`src/rtl/wb_cmd_master_if.sv`:
```
// Command/response handshake plus Wishbone classic master signals for wb_cmd_master.
// Signal names match the original flat port list so that existing connections map one-to-one.
interface wb_cmd_master_if #(
  parameter int AW = 8,
  parameter int DW = 32
);
  logic              cmd_valid_i;
  logic              cmd_ready_o;
  logic              cmd_we_i;
  logic [AW-1:0]     cmd_adr_i;
  logic [DW-1:0]     cmd_dat_i;
  logic [DW/8-1:0]   cmd_sel_i;

  logic              rsp_valid_o;
  logic              rsp_ready_i;
  logic [DW-1:0]     rsp_dat_o;
  logic [1:0]        rsp_status_o;

  logic              wb_cyc_o;
  logic              wb_stb_o;
  logic              wb_we_o;
  logic [AW-1:0]     wb_adr_o;
  logic [DW-1:0]     wb_dat_o;
  logic [DW/8-1:0]   wb_sel_o;
  logic [DW-1:0]     wb_dat_i;
  logic              wb_ack_i;
  logic              wb_err_i;

  modport master (
    input  cmd_valid_i, cmd_we_i, cmd_adr_i, cmd_dat_i, cmd_sel_i,
    input  rsp_ready_i, wb_dat_i, wb_ack_i, wb_err_i,
    output cmd_ready_o, rsp_valid_o, rsp_dat_o, rsp_status_o,
    output wb_cyc_o, wb_stb_o, wb_we_o, wb_adr_o, wb_dat_o, wb_sel_o
  );

  modport slave (
    output cmd_valid_i, cmd_we_i, cmd_adr_i, cmd_dat_i, cmd_sel_i,
    output rsp_ready_i, wb_dat_i, wb_ack_i, wb_err_i,
    input  cmd_ready_o, rsp_valid_o, rsp_dat_o, rsp_status_o,
    input  wb_cyc_o, wb_stb_o, wb_we_o, wb_adr_o, wb_dat_o, wb_sel_o
  );
endinterface

```
`src/rtl/wb_cmd_master.sv`:
```
// Wishbone classic single-access initiator: one bus cycle per command, response with status,
// bus-timeout watchdog and saturating err/timeout debug counters.
module wb_cmd_master #(
  parameter int AW      = 8,
  parameter int DW      = 32,
  parameter int TIMEOUT = 255
) (
  input  logic                 wb_clk_i,
  input  logic                 arst_n,
  wb_cmd_master_if.master      bus,
  output logic [7:0]           err_cnt_o,
  output logic [7:0]           tmo_cnt_o
);

  typedef enum logic [1:0] {IDLE, BUS, RESP} state_t;

  localparam int CW = (TIMEOUT > 1) ? $clog2(TIMEOUT) : 1;
  localparam logic [CW-1:0] TMO_LIMIT = (TIMEOUT == 0) ? '0 : CW'(TIMEOUT - 1);

  state_t            state, state_d;
  logic [CW-1:0]     tick;
  logic              we_q;
  logic [AW-1:0]     adr_q;
  logic [DW-1:0]     dat_q;
  logic [DW/8-1:0]   sel_q;
  logic [DW-1:0]     rsp_dat_q;
  logic [1:0]        rsp_status_q;
  logic              done;
  logic [1:0]        status_d;
  logic [DW-1:0]     rdat_d;

  // cyc/stb/valid/ready decode straight from the state register, so an async
  // reset drops them without waiting for a clock edge.
  assign bus.cmd_ready_o  = (state == IDLE);
  assign bus.wb_cyc_o     = (state == BUS);
  assign bus.wb_stb_o     = (state == BUS);
  assign bus.rsp_valid_o  = (state == RESP);
  assign bus.wb_we_o      = we_q;
  assign bus.wb_adr_o     = adr_q;
  assign bus.wb_dat_o     = dat_q;
  assign bus.wb_sel_o     = sel_q;
  assign bus.rsp_dat_o    = rsp_dat_q;
  assign bus.rsp_status_o = rsp_status_q;

  always_comb begin
    state_d  = state;
    done     = 1'b0;
    status_d = 2'b00;
    rdat_d   = '0;
    case (state)
      IDLE: if (bus.cmd_valid_i) state_d = BUS;
      BUS: begin
        // err beats ack; any real termination beats the watchdog on the same edge
        if (bus.wb_err_i) begin
          done     = 1'b1;
          status_d = 2'b01;
        end else if (bus.wb_ack_i) begin
          done     = 1'b1;
          status_d = 2'b00;
          rdat_d   = we_q ? '0 : bus.wb_dat_i;
        end else if ((TIMEOUT != 0) && (tick == TMO_LIMIT)) begin
          done     = 1'b1;
          status_d = 2'b10;
        end
        if (done) state_d = RESP;
      end
      RESP: if (bus.rsp_ready_i) state_d = IDLE;
      default: state_d = IDLE;
    endcase
  end

  always_ff @(posedge wb_clk_i or negedge arst_n) begin
    if (!arst_n) state <= IDLE;
    else         state <= state_d;
  end

  always_ff @(posedge wb_clk_i or negedge arst_n) begin
    if (!arst_n) begin
      tick         <= '0;
      we_q         <= 1'b0;
      adr_q        <= '0;
      dat_q        <= '0;
      sel_q        <= '0;
      rsp_dat_q    <= '0;
      rsp_status_q <= 2'b00;
      err_cnt_o    <= '0;
      tmo_cnt_o    <= '0;
    end else begin
      if (state == IDLE && bus.cmd_valid_i) begin
        we_q  <= bus.cmd_we_i;
        adr_q <= bus.cmd_adr_i;
        dat_q <= bus.cmd_dat_i;
        sel_q <= bus.cmd_sel_i;
        tick  <= '0;
      end
      if (state == BUS) begin
        if (done) begin
          rsp_dat_q    <= rdat_d;
          rsp_status_q <= status_d;
          if (status_d == 2'b01 && err_cnt_o != '1) err_cnt_o <= err_cnt_o + 8'd1;
          if (status_d == 2'b10 && tmo_cnt_o != '1) tmo_cnt_o <= tmo_cnt_o + 8'd1;
        end else begin
          tick <= tick + CW'(1);
        end
      end
    end
  end

endmodule

```
`src/flat_wrapper.sv`:
```
// flat-port wrapper written by rule: the top's interface ports become plain ports
module wb_cmd_master_flat 
#(
  parameter int AW      = 8,
  parameter int DW      = 32,
  parameter int TIMEOUT = 255
)
  (wb_clk_i, arst_n, err_cnt_o, tmo_cnt_o, bus_cmd_valid_i, bus_cmd_we_i, bus_cmd_adr_i, bus_cmd_dat_i, bus_cmd_sel_i, bus_rsp_ready_i, bus_wb_dat_i, bus_wb_ack_i, bus_wb_err_i, bus_cmd_ready_o, bus_rsp_valid_o, bus_rsp_dat_o, bus_rsp_status_o, bus_wb_cyc_o, bus_wb_stb_o, bus_wb_we_o, bus_wb_adr_o, bus_wb_dat_o, bus_wb_sel_o);
  wb_cmd_master_if #(.AW(AW), .DW(DW)) bus_i ();
  input  logic wb_clk_i;
  input  logic arst_n;
  output logic [7:0] err_cnt_o;
  output logic [7:0] tmo_cnt_o;
  input wire logic [$bits(bus_i.cmd_valid_i)-1:0] bus_cmd_valid_i;
  input wire logic [$bits(bus_i.cmd_we_i)-1:0] bus_cmd_we_i;
  input wire logic [$bits(bus_i.cmd_adr_i)-1:0] bus_cmd_adr_i;
  input wire logic [$bits(bus_i.cmd_dat_i)-1:0] bus_cmd_dat_i;
  input wire logic [$bits(bus_i.cmd_sel_i)-1:0] bus_cmd_sel_i;
  input wire logic [$bits(bus_i.rsp_ready_i)-1:0] bus_rsp_ready_i;
  input wire logic [$bits(bus_i.wb_dat_i)-1:0] bus_wb_dat_i;
  input wire logic [$bits(bus_i.wb_ack_i)-1:0] bus_wb_ack_i;
  input wire logic [$bits(bus_i.wb_err_i)-1:0] bus_wb_err_i;
  output wire logic [$bits(bus_i.cmd_ready_o)-1:0] bus_cmd_ready_o;
  output wire logic [$bits(bus_i.rsp_valid_o)-1:0] bus_rsp_valid_o;
  output wire logic [$bits(bus_i.rsp_dat_o)-1:0] bus_rsp_dat_o;
  output wire logic [$bits(bus_i.rsp_status_o)-1:0] bus_rsp_status_o;
  output wire logic [$bits(bus_i.wb_cyc_o)-1:0] bus_wb_cyc_o;
  output wire logic [$bits(bus_i.wb_stb_o)-1:0] bus_wb_stb_o;
  output wire logic [$bits(bus_i.wb_we_o)-1:0] bus_wb_we_o;
  output wire logic [$bits(bus_i.wb_adr_o)-1:0] bus_wb_adr_o;
  output wire logic [$bits(bus_i.wb_dat_o)-1:0] bus_wb_dat_o;
  output wire logic [$bits(bus_i.wb_sel_o)-1:0] bus_wb_sel_o;
  assign bus_i.cmd_valid_i = bus_cmd_valid_i;
  assign bus_i.cmd_we_i = bus_cmd_we_i;
  assign bus_i.cmd_adr_i = bus_cmd_adr_i;
  assign bus_i.cmd_dat_i = bus_cmd_dat_i;
  assign bus_i.cmd_sel_i = bus_cmd_sel_i;
  assign bus_i.rsp_ready_i = bus_rsp_ready_i;
  assign bus_i.wb_dat_i = bus_wb_dat_i;
  assign bus_i.wb_ack_i = bus_wb_ack_i;
  assign bus_i.wb_err_i = bus_wb_err_i;
  assign bus_cmd_ready_o = bus_i.cmd_ready_o;
  assign bus_rsp_valid_o = bus_i.rsp_valid_o;
  assign bus_rsp_dat_o = bus_i.rsp_dat_o;
  assign bus_rsp_status_o = bus_i.rsp_status_o;
  assign bus_wb_cyc_o = bus_i.wb_cyc_o;
  assign bus_wb_stb_o = bus_i.wb_stb_o;
  assign bus_wb_we_o = bus_i.wb_we_o;
  assign bus_wb_adr_o = bus_i.wb_adr_o;
  assign bus_wb_dat_o = bus_i.wb_dat_o;
  assign bus_wb_sel_o = bus_i.wb_sel_o;
  wb_cmd_master #(.AW(AW), .DW(DW), .TIMEOUT(TIMEOUT)) u_core (.wb_clk_i(wb_clk_i), .arst_n(arst_n), .bus(bus_i), .err_cnt_o(err_cnt_o), .tmo_cnt_o(tmo_cnt_o));
endmodule
```
`config.mk`:
```
export PLATFORM = sky130hd
export DESIGN_NAME = wb_cmd_master_flat
export DESIGN_NICKNAME = d
export VERILOG_FILES = /design/src/rtl/wb_cmd_master_if.sv /design/src/rtl/wb_cmd_master.sv /design/src/flat_wrapper.sv
export SDC_FILE = /design/constraint.sdc
export NUM_CORES = 1
export LEC_CHECK = 0
export ABC_AREA = 1
export ABC_CLOCK_PERIOD_IN_PS = 3500
export CORE_UTILIZATION = 44
export CTS_CLUSTER_SIZE = 16
export DETAILED_ROUTE_END_ITERATION = 10
export HOLD_SLACK_MARGIN = 0.03
export PLACE_DENSITY = 0.81
export SYNTH_ARGS = -nofsm -noshare
export SYNTH_HDL_FRONTEND = slang
export SYNTH_SLANG_ARGS = --single-unit
```
`constraint.sdc`:
```
create_clock -name wb_clk_i -period 3.5 [get_ports wb_clk_i]
set_clock_uncertainty 0.1 [all_clocks]
set_input_delay 0.7 -clock wb_clk_i [delete_from_list [all_inputs] [get_ports wb_clk_i]]
set_output_delay 0.7 -clock wb_clk_i [all_outputs]
set_load 0.005 [all_outputs]
```
# Word level (Yosys, flattened, before mapping)
# Index checks and enable logic that the tools add are counted.
# word_totals
ff_bits,105
output_inout_bits,99
# op_classes
reduce_logical,8
muxes,19
add_sub_neg,3
n_eq_ne,10
# ops
op,count
32-bit 2-to-1 mux,3
8-bit by 1-bit adder with 8-bit output (second input constant),3
8-bit 2-to-1 mux,3
8-bit inequality test (second input constant),2
2-bit 2-to-1 mux,7
3-bit AND reduction,3
8-bit equality test (second input constant),1
2-bit one-hot mux with 3 select lines,1
1-bit 2-to-1 mux,5
2-bit by 1-bit equality test with 1-bit output (second input constant),2
2-bit equality test (second input constant),2
2-bit inequality test (second input constant),2
1-bit logical AND,3
2-bit zero test,1
2-bit by 1-bit inequality test with 1-bit output (second input constant),1
2-bit AND reduction,1

# Longest topological paths before layout
# Gate-level depths: netlist of run 1.
# logic_depth
ltp_word,8
ltp_mapped,11
depth_no_buf,10

# Least setup slack after synthesis of run 1
# OpenSTA, ideal clock, no wires.
# synth_timing
path_kind,input-to-reg
startpoint,input bus_wb_err_i
endpoint,register u_core.rsp_dat_q[10] (netlist: u_core.bus.rsp_dat_o[10])
path_buffers,2
path_slack_ns,1.749
path_stages,9
setup_ns,0.131
arrival_ns,1.520
cell_sequence,inv_1 -> nand3_1 -> clkinv_1 -> nand2_2 -> nand2_2 -> buf_6 -> buf_6 -> nand2_1 -> o21ai_0
# synth_via
elab_chain_len,4
word_cells_on_any_way,5
# synth_rtl
element,line_no,rtl
from (decl),flat_wrapper.sv:22,input wire logic [$bits(bus_i.wb_err_i)-1:0] bus_wb_err_i;
1-bit 2-to-1 mux,wb_cmd_master.sv:54,if (bus.wb_err_i) begin
1-bit 2-to-1 mux (2 in series),wb_cmd_master.sv:50,case (state)
2-bit AND reduction (no source line),-,
to (signal assigned),wb_cmd_master.sv:98,rsp_dat_q <= rdat_d;
to (decl),wb_cmd_master.sv:26,logic [DW-1:0] rsp_dat_q;
# Several ways; a longest one is shown, not always the timed one. The select of a mux whose other input is x is not followed.
# A chain may end at the register's enable or synchronous reset.

# Worst setup path after layout of run 1
# layout_timing
startpoint,register u_core.state[0]
endpoint,output bus_wb_stb_o
# layout_via
elab_chain_len,1
# layout_rtl
element,line_no,rtl
from (decl),wb_cmd_master.sv:20,"state_t state, state_d;"
from (signal assigned),wb_cmd_master.sv:74,else state <= state_d;
2-bit by 1-bit equality test with 1-bit output,wb_cmd_master.sv:36,assign bus.wb_stb_o = (state == BUS);
to (decl),flat_wrapper.sv:28,output wire logic [$bits(bus_i.wb_stb_o)-1:0] bus_wb_stb_o;
# Every way passes these cells.

==> results by group, run 1 <==
Status
  • Status: finished, final reports clean

Critical path
  • Worst path bufs/invs: 2
  • Crit path capture: bus_wb_stb_o
  • Element type at the critical path end: output pin
  • Critical path arrival: 1.54 ns
  • Cells on worst reg2reg path: 10
  • Critical Path RT: 2.70 ns
  • Crit path launch type: register
  • Critical Path Start: u_core.state[0]
  • Slowest cell on crit path: clkdlybuf4s50_1
  • FF-to-FF setup slack: 1.36 ns
  • WP depth: 3
  • RR Endpoint: u_core.bus.rsp_dat_o[14]
  • Worst-path maximum fanout: 5
  • Worst-path cell chain: inv_2 > nor2_4 > clkdlybuf4s50_1
  • Slowest Stage Delay on Critical Path: 0.55 ns
  • Critical path type: register to output pin
  • Reg2reg start: u_core.tick[0]
  • Largest delay share family, worst path: buffers and inverters

Routing
  • Vias per cell: 4.90
  • DRT antenna net count: 0
  • DRT Wirelength: 10.8 mm
  • Iteration-0 DRC Markers: 116
  • Vias: 3706
  • DR WL/cell: 14.3 um
  • DRC errors left: 0
  • Drt first pass iters: 4

Timing
  • Slew @ Worst Pin: 0.678 ns
  • Final Setup Violations: 0
  • Period utilization: 0.667
  • Fin. Hold Viols: 0
  • Slew margin rel.: 0.548
  • Final min period: 2.34 ns
  • Top achievable clock speed: 0.428 GHz
  • Slew Viols, Final: 0
  • Setup TNS: 0 ns
  • RSZ-0062 raised after global routing: no

CTS
  • Skew-Pair Late Insertion Delay: 0.36 ns
  • Setup Fix Bufs, Post-CTS: 0
  • Clk slew on worst S/H paths: 0.10 ns
  • Clock sinks: 105
  • TritonCTS clock tree: yes
  • Number of H-tree levels: 3
  • Post-cts repair resize count: 0
  • CTS Buf Count: 9
  • Largest buffer count on any clock path: 2
  • Hold-fix buffers, CTS: 0
  • Root buf cell: clkbuf_8

Floorplanning
  • I/O pin count: 182
  • Core area: 9820 um^2
  • Die Ht: 103 um
  • Die footprint: 10600 um^2
  • Site Rows: 36
  • Initial Utilization: 0.457
  • Die width: 103 um

Synth
  • Unique masters post-synth: 26
  • Synth Cell Area: 4490 um^2
  • Avg Inst Size Synth: 10.2 um^2
  • Syn. warnings: 0
  • Post-synthesis cell count: 441
  • #FFs+latches synth: 105
  • Post-synthesis sequential area ratio: 0.585
  • Top FF cell, synth: dfrtp_1
  • Post-synth ARST share: 1.00
  • Post-synth EDFFs: 0
  • Syn_nets: 528

Global routing
  • Total global routing overflow: 0
  • First-pass GRT wire length: 17.0 mm
  • GR Util met1: 0.246
  • M3 GR Usage: 0.0366
  • Antenna violations before repair: 0
  • Met2 usage in global routing: 0.371
  • Busiest layer in global routing: met2
  • Number of global-route vias before repair: 3612
  • Gr usage total: 0.207
  • Maximum number of pins on one net before global-route repair: 68

Pwr
  • Power per standard cell area: 667 nW/um^2
  • Worst vdd ir: 0.403 mV
  • Total Power: 4410 uW
  • Pleak: 0.00283 uW

Place
  • Placed cell areas: 6400 um^2
  • Routability cong.: 0.846
  • # port buffers: 181
  • HPWL Detailed: 7.98 mm

Min path
  • Min-delay worst type: input pin to async pin

Job
  • Max Cap Viol: 0

Layout
  • Area grow syn2layout: 47.2%
  • Finished Core Util: 0.673
  • N_diodes: 0
  • Final instance area: 6610 um^2
  • Share of layout cells above drive strength 1: 0.114
  • Final Net Count: 705
-- synthesized netlist by cell type, types with 5 or more instances --
master,count,area share
o21ai_1,15,0.017
dfrtp_1,105,0.59
nand4_1,5,0.0070
xnor2_1,8,0.016
mux2_2,45,0.11
clkbuf_1,6,0.0050
nand2_1,131,0.11
inv_1,23,0.019
nor2_1,19,0.016
nand3_1,23,0.026
buf_2,7,0.0078
o21ai_0,29,0.032
-- kinds of logic (layout without fill, tap and decap cells) --
kind of cell | after synthesis | count (layout) | share of synthesized area
xor gates and xnor gates | 12 | 12 | 0.0234
muxes | 45 | 45 | 0.113
adders and majority gates | 4 | 4 | 0.0111
buffers and inverters | 44 | 226 | 0.0465
DFF | 105 | 105 | 0.585
AOI/OAI and AO/OA | 47 | 47 | 0.0535
and+or+nand+nor | 184 | 184 | 0.167
-- report_power, final --
part / internal (uW) / switching [uW]
Sequential: 1630 / 242
Combinational: 1130 / 631
Clock: 371 / 406
Total: 3130 / 1280
-- worst register-to-register path: cells and delay by family (launching register included) --
kind / cells / cell delay (ns)
AO/OA/AOI/OAI: 1 / 0.10
adder cells (fa/ha/maj): 1 / 0.19
buffers and inverters: 3 / 0.59
AND/OR/NAND/NOR: 5 / 0.65
flip-flops: 1 / 0.43
-- metrics by stage --
step           setup slack (ns)  hold WS, ns  cells
6_report                   1.16        0.264    756
5_1_grt                   0.978        0.303    756
2_1_floorplan              1.75        0.304    441
3_3_place_gp              0.910        0.365    740
3_5_place_dp              0.827        0.377    740
4_1_cts                    1.13        0.272    756
-- state kept, by name (all words and copies together) (netlist names) --
signal	cells
u_core.bus.rsp_dat_o	32
u_core.tick	8
u_core.state	2
u_core.bus.wb_sel_o	4
u_core.bus.wb_dat_o	32
u_core.bus.rsp_status_o	2
u_core.bus.wb_we_o	1
u_core.tmo_cnt_o	8
u_core.err_cnt_o	8
u_core.bus.wb_adr_o	8
-- cell type report --
class	instances	area (um^2)
clock buffers	12	155
clock inverters	4	51.3
fillers	768	3210
inverters	25	93.8
multi-input cells	292	1660
flip-flops and latches	105	2630
well taps	133	166
repair buffers	185	1850
-- worst min path at each step --
stage,start,depth (start not counted),to
finish,arst_n,1,u_core.bus.wb_dat_o[10]
global placement,u_core.bus.rsp_dat_o[9],2,u_core.bus.rsp_dat_o[9]
CTS,arst_n,1,u_core.bus.wb_dat_o[10]
global route,arst_n,1,u_core.bus.wb_dat_o[10]
floorplan,arst_n,0,u_core.bus.rsp_dat_o[0]
detailed placement,u_core.bus.rsp_dat_o[5],2,u_core.bus.rsp_dat_o[5]
-- layout by cell type, fill, tap and decap left out --
master	n
inv_2	1
inv_1	23
o21ai_1	15
xnor2_1	8
nor3_2	1
clkdlybuf4s50_1	180
mux2_2	45
buf_4	4
buf_12	1
clkinv_2	1
nor3_1	1
clkbuf_8	11
xor2_1	4
nor2_1	19
nand4_1	5
nand3_1	23
clkinvlp_4	1
nor2_4	1
clkbuf_1	1
ha_1	4
nand2_2	3
o21ai_0	29
o21bai_1	1
clkinv_4	1
a21oi_1	1
nand2_1	130
clkinv_1	1
dfrtp_1	105
nand3b_1	1
bufinv_16	1
o31ai_1	1
-- routing by layer --
| layer | vias to the layer above | routed length (um) |
|---|---|---|
| li1 | 1788 | - |
| met1 | 1776 | 4340 |
| met2 | 123 | 5620 |
| met3 | 19 | 665 |
| met4 | 0 | 192 |
| met5 | - | 0 |
No activity file was read; power rests on OpenSTA's default activity.
==> run 2, diff against run 1 <==
ABC_CLOCK_PERIOD_IN_PS = 2370   (was 3500)
CORE_UTILIZATION = 43   (was 44)
PLACE_DENSITY = 0.8   (was 0.81)
clock period = 2.37 ns   (was 3.5 ns; I/O delays follow)
==> run 2 against run 1 <==
Global-route usage increased by 0.54 points. Utilization decreased by 0.34 points. Largest power group unchanged. Critical path type unchanged. Die area increased by 2.3%. Sequential power increased by 48%.
==> results by group, run 2 (synthesis results as in run 1) <==
Layout
  • Finished Core Util: 0.669 (-0.00335)
  • Final Net Count: 710 (+0.71%)
  • Share of layout cells above drive strength 1: 0.121 (+0.00705)
  • Final instance area: 6660 um^2 (+0.87%)
  • N_diodes: 0 (unchanged)
  • Most frequent cells in the layout: clkdlybuf4s50_1, nand2_1, dfrtp_1
  • Area grow syn2layout: 48.4%
  • Commonest non-fill, non-tap cell in the layout: clkdlybuf4s50_1

Global routing
  • Maximum number of pins on one net before global-route repair: 55 (-19%)
  • First-pass GRT wire length: 18.5 mm (+8.9%)
  • Number of global-route vias before repair: 3766 (+4.3%)
  • Antenna violations before repair: 0 (unchanged)
  • Gr usage total: 0.212 (+0.00538)
  • Total global routing overflow: 0 (unchanged)

Pwr
  • Worst vdd ir: 0.523 mV (+30%)
  • Power per standard cell area: 978 nW/um^2 (+47%)
  • Pleak: 0.00286 uW (+0.97%)

Timing
  • RSZ-0062 raised after global routing: no
  • Slew @ Worst Pin: 0.499 ns (-0.179 ns)
  • Slew margin rel.: 0.667 (+0.119)
  • Slew Viols, Final: 0 (unchanged)
  • Final min period: 2.10 ns
  • Setup TNS: 0 ns (unchanged)
  • Final Setup Violations: 0 (unchanged)
  • Top achievable clock speed: 0.476 GHz
  • Period utilization: 0.886
  • Fin. Hold Viols: 0 (unchanged)

CTS
  • Hold-fix buffers, CTS: 1 (+1)
  • Setup Fix Bufs, Post-CTS: 0 (unchanged)
  • Skew-Pair Late Insertion Delay: 0.36 ns (about the same)
  • Clock sinks: 105 (unchanged)
  • Post-cts repair resize count: 0 (unchanged)
  • Clk slew on worst S/H paths: 0.10 ns (about the same)
  • Number of H-tree levels: 3 (unchanged)
  • Largest buffer count on any clock path: 2 (unchanged)
  • TritonCTS clock tree: yes
  • Root buf cell: clkbuf_8
  • CTS Buf Count: 9 (unchanged)

Critical path
  • Crit path launch type: register
  • Worst-path maximum fanout: 5 (unchanged)
  • Slowest Stage Delay on Critical Path: 0.53 ns (-0.02 ns)
  • Critical Path RT: 1.80 ns (-0.90 ns)
  • Critical Path Start: u_core.state[0]
  • Element type at the critical path end: output pin
  • Worst-path cell chain: inv_2 > nor2_4 > clkdlybuf4s50_1
  • Reg2reg start: u_core.tick[0]
  • Critical path arrival: 1.52 ns (-0.02 ns)
  • Critical path type: register to output pin
  • Slowest cell on crit path: clkdlybuf4s50_1

Routing
  • DRC errors left: 0 (unchanged)
  • Iteration-0 DRC Markers: 131 (+13%)
  • Vias per cell: 4.91 (+0.20%)
  • Vias: 3738 (+0.86%)
  • DRT Wirelength: 11.2 mm (+3.2%)
  • Drt first pass iters: 4 (unchanged)
  • DRT antenna net count: 0 (unchanged)
  • DR WL/cell: 14.7 um (+2.5%)

Floorplanning
  • Site Rows: 36 (unchanged)
  • Die Ht: 104 um (+1.1%)
  • Die width: 104 um (+1.1%)
  • Core area: 9950 um^2 (+1.4%)
  • Die footprint: 10900 um^2 (+2.3%)
  • I/O pin count: 182 (unchanged)
  • Initial Utilization: 0.451 (-0.00621)

Place
  • Placed cell areas: 6470 um^2 (+1.1%)
  • Routability cong.: 0.804 (-4.9%)
  • # port buffers: 181 (unchanged)
  • HPWL Detailed: 8.49 mm (+6.4%)

Min path
  • Startpoint of the worst hold path: u_core.bus.rsp_status_o[0]
  • Min-delay worst type: register to register

Status
  • Status: finished, final reports clean

Job
  • Max Cap Viol: 0 (unchanged)
[run 2: changes by cell type in the layout (fill, tap and decap cells not counted)]
cell,delta
buf_12,+3
buf_4,+1
bufinv_16,-1
clkbuf_1,-1
clkbuf_8,-1
clkinv_4,-1
clkinvlp_4,+1
dlygate4sd3_1,+1
inv_6,+2
inv_8,+1
[run 2: final timing paths]
path / endpoint / slack (ns) / depth (start not counted)
hold reg to reg: u_core.bus.rsp_status_o[0] / 0.40 / 2
max in group asynchronous: u_core.bus.rsp_dat_o[5] / 1.00 / 3
setup / recovery: bus_wb_stb_o / 0.27 / 3
hold / removal: u_core.bus.rsp_status_o[0] / 0.40 / 2
min in group asynchronous: u_core.bus.wb_dat_o[10] / 0.51 / 2
setup reg to reg: u_core.tmo_cnt_o[0] / 0.51 / 8
[run 2: through the flow]
step / setup slack [ns] / total power (uW) / instances / hold slack [ns]
finish: 0.271 / 6520 / 761 / 0.397
CTS: 0.255 / 6600 / 761 / 0.398
detailed placement: 0.186 / 5540 / 744 / 0.372
global placement: 0.282 / 5420 / 744 / 0.365
global route: 0.190 / 6920 / 761 / 0.419
floorplan: 0.753 / 3820 / 441 / 0.0784
[run 2: critical path: cells and delay by family (launching register included)]
family,cells,cell delay (ns)
buffers and inverters,2,0.59
and+or+nand+nor,1,0.15
DFF,1,0.43
[run 2: where the power goes]
part | total, uW | switching [uW] | internal (uW)
Clock | 1050 | 623 | 425
Sequential | 2770 | 364 | 2400
Combinational | 2700 | 966 | 1740
[run 2: layout make-up]
class / instances / area [um^2]
inverters: 25 / 93.8
well taps: 133 / 166
flip-flops and latches: 105 / 2630
multi-input cells: 292 / 1660
repair buffers: 190 / 1930
fillers: 781 / 3290
clock buffers: 10 / 138
clock inverters: 6 / 48.8
[run 2: routing by layer]
layer / up-vias / GRT usage / wire, um
met5: - / 0 / 0
met4: 0 / 0.0704 / 269
met3: 26 / 0.0363 / 550
met2: 131 / 0.373 / 5700
met1: 1790 / 0.265 / 4650
li1: 1791 / - / -
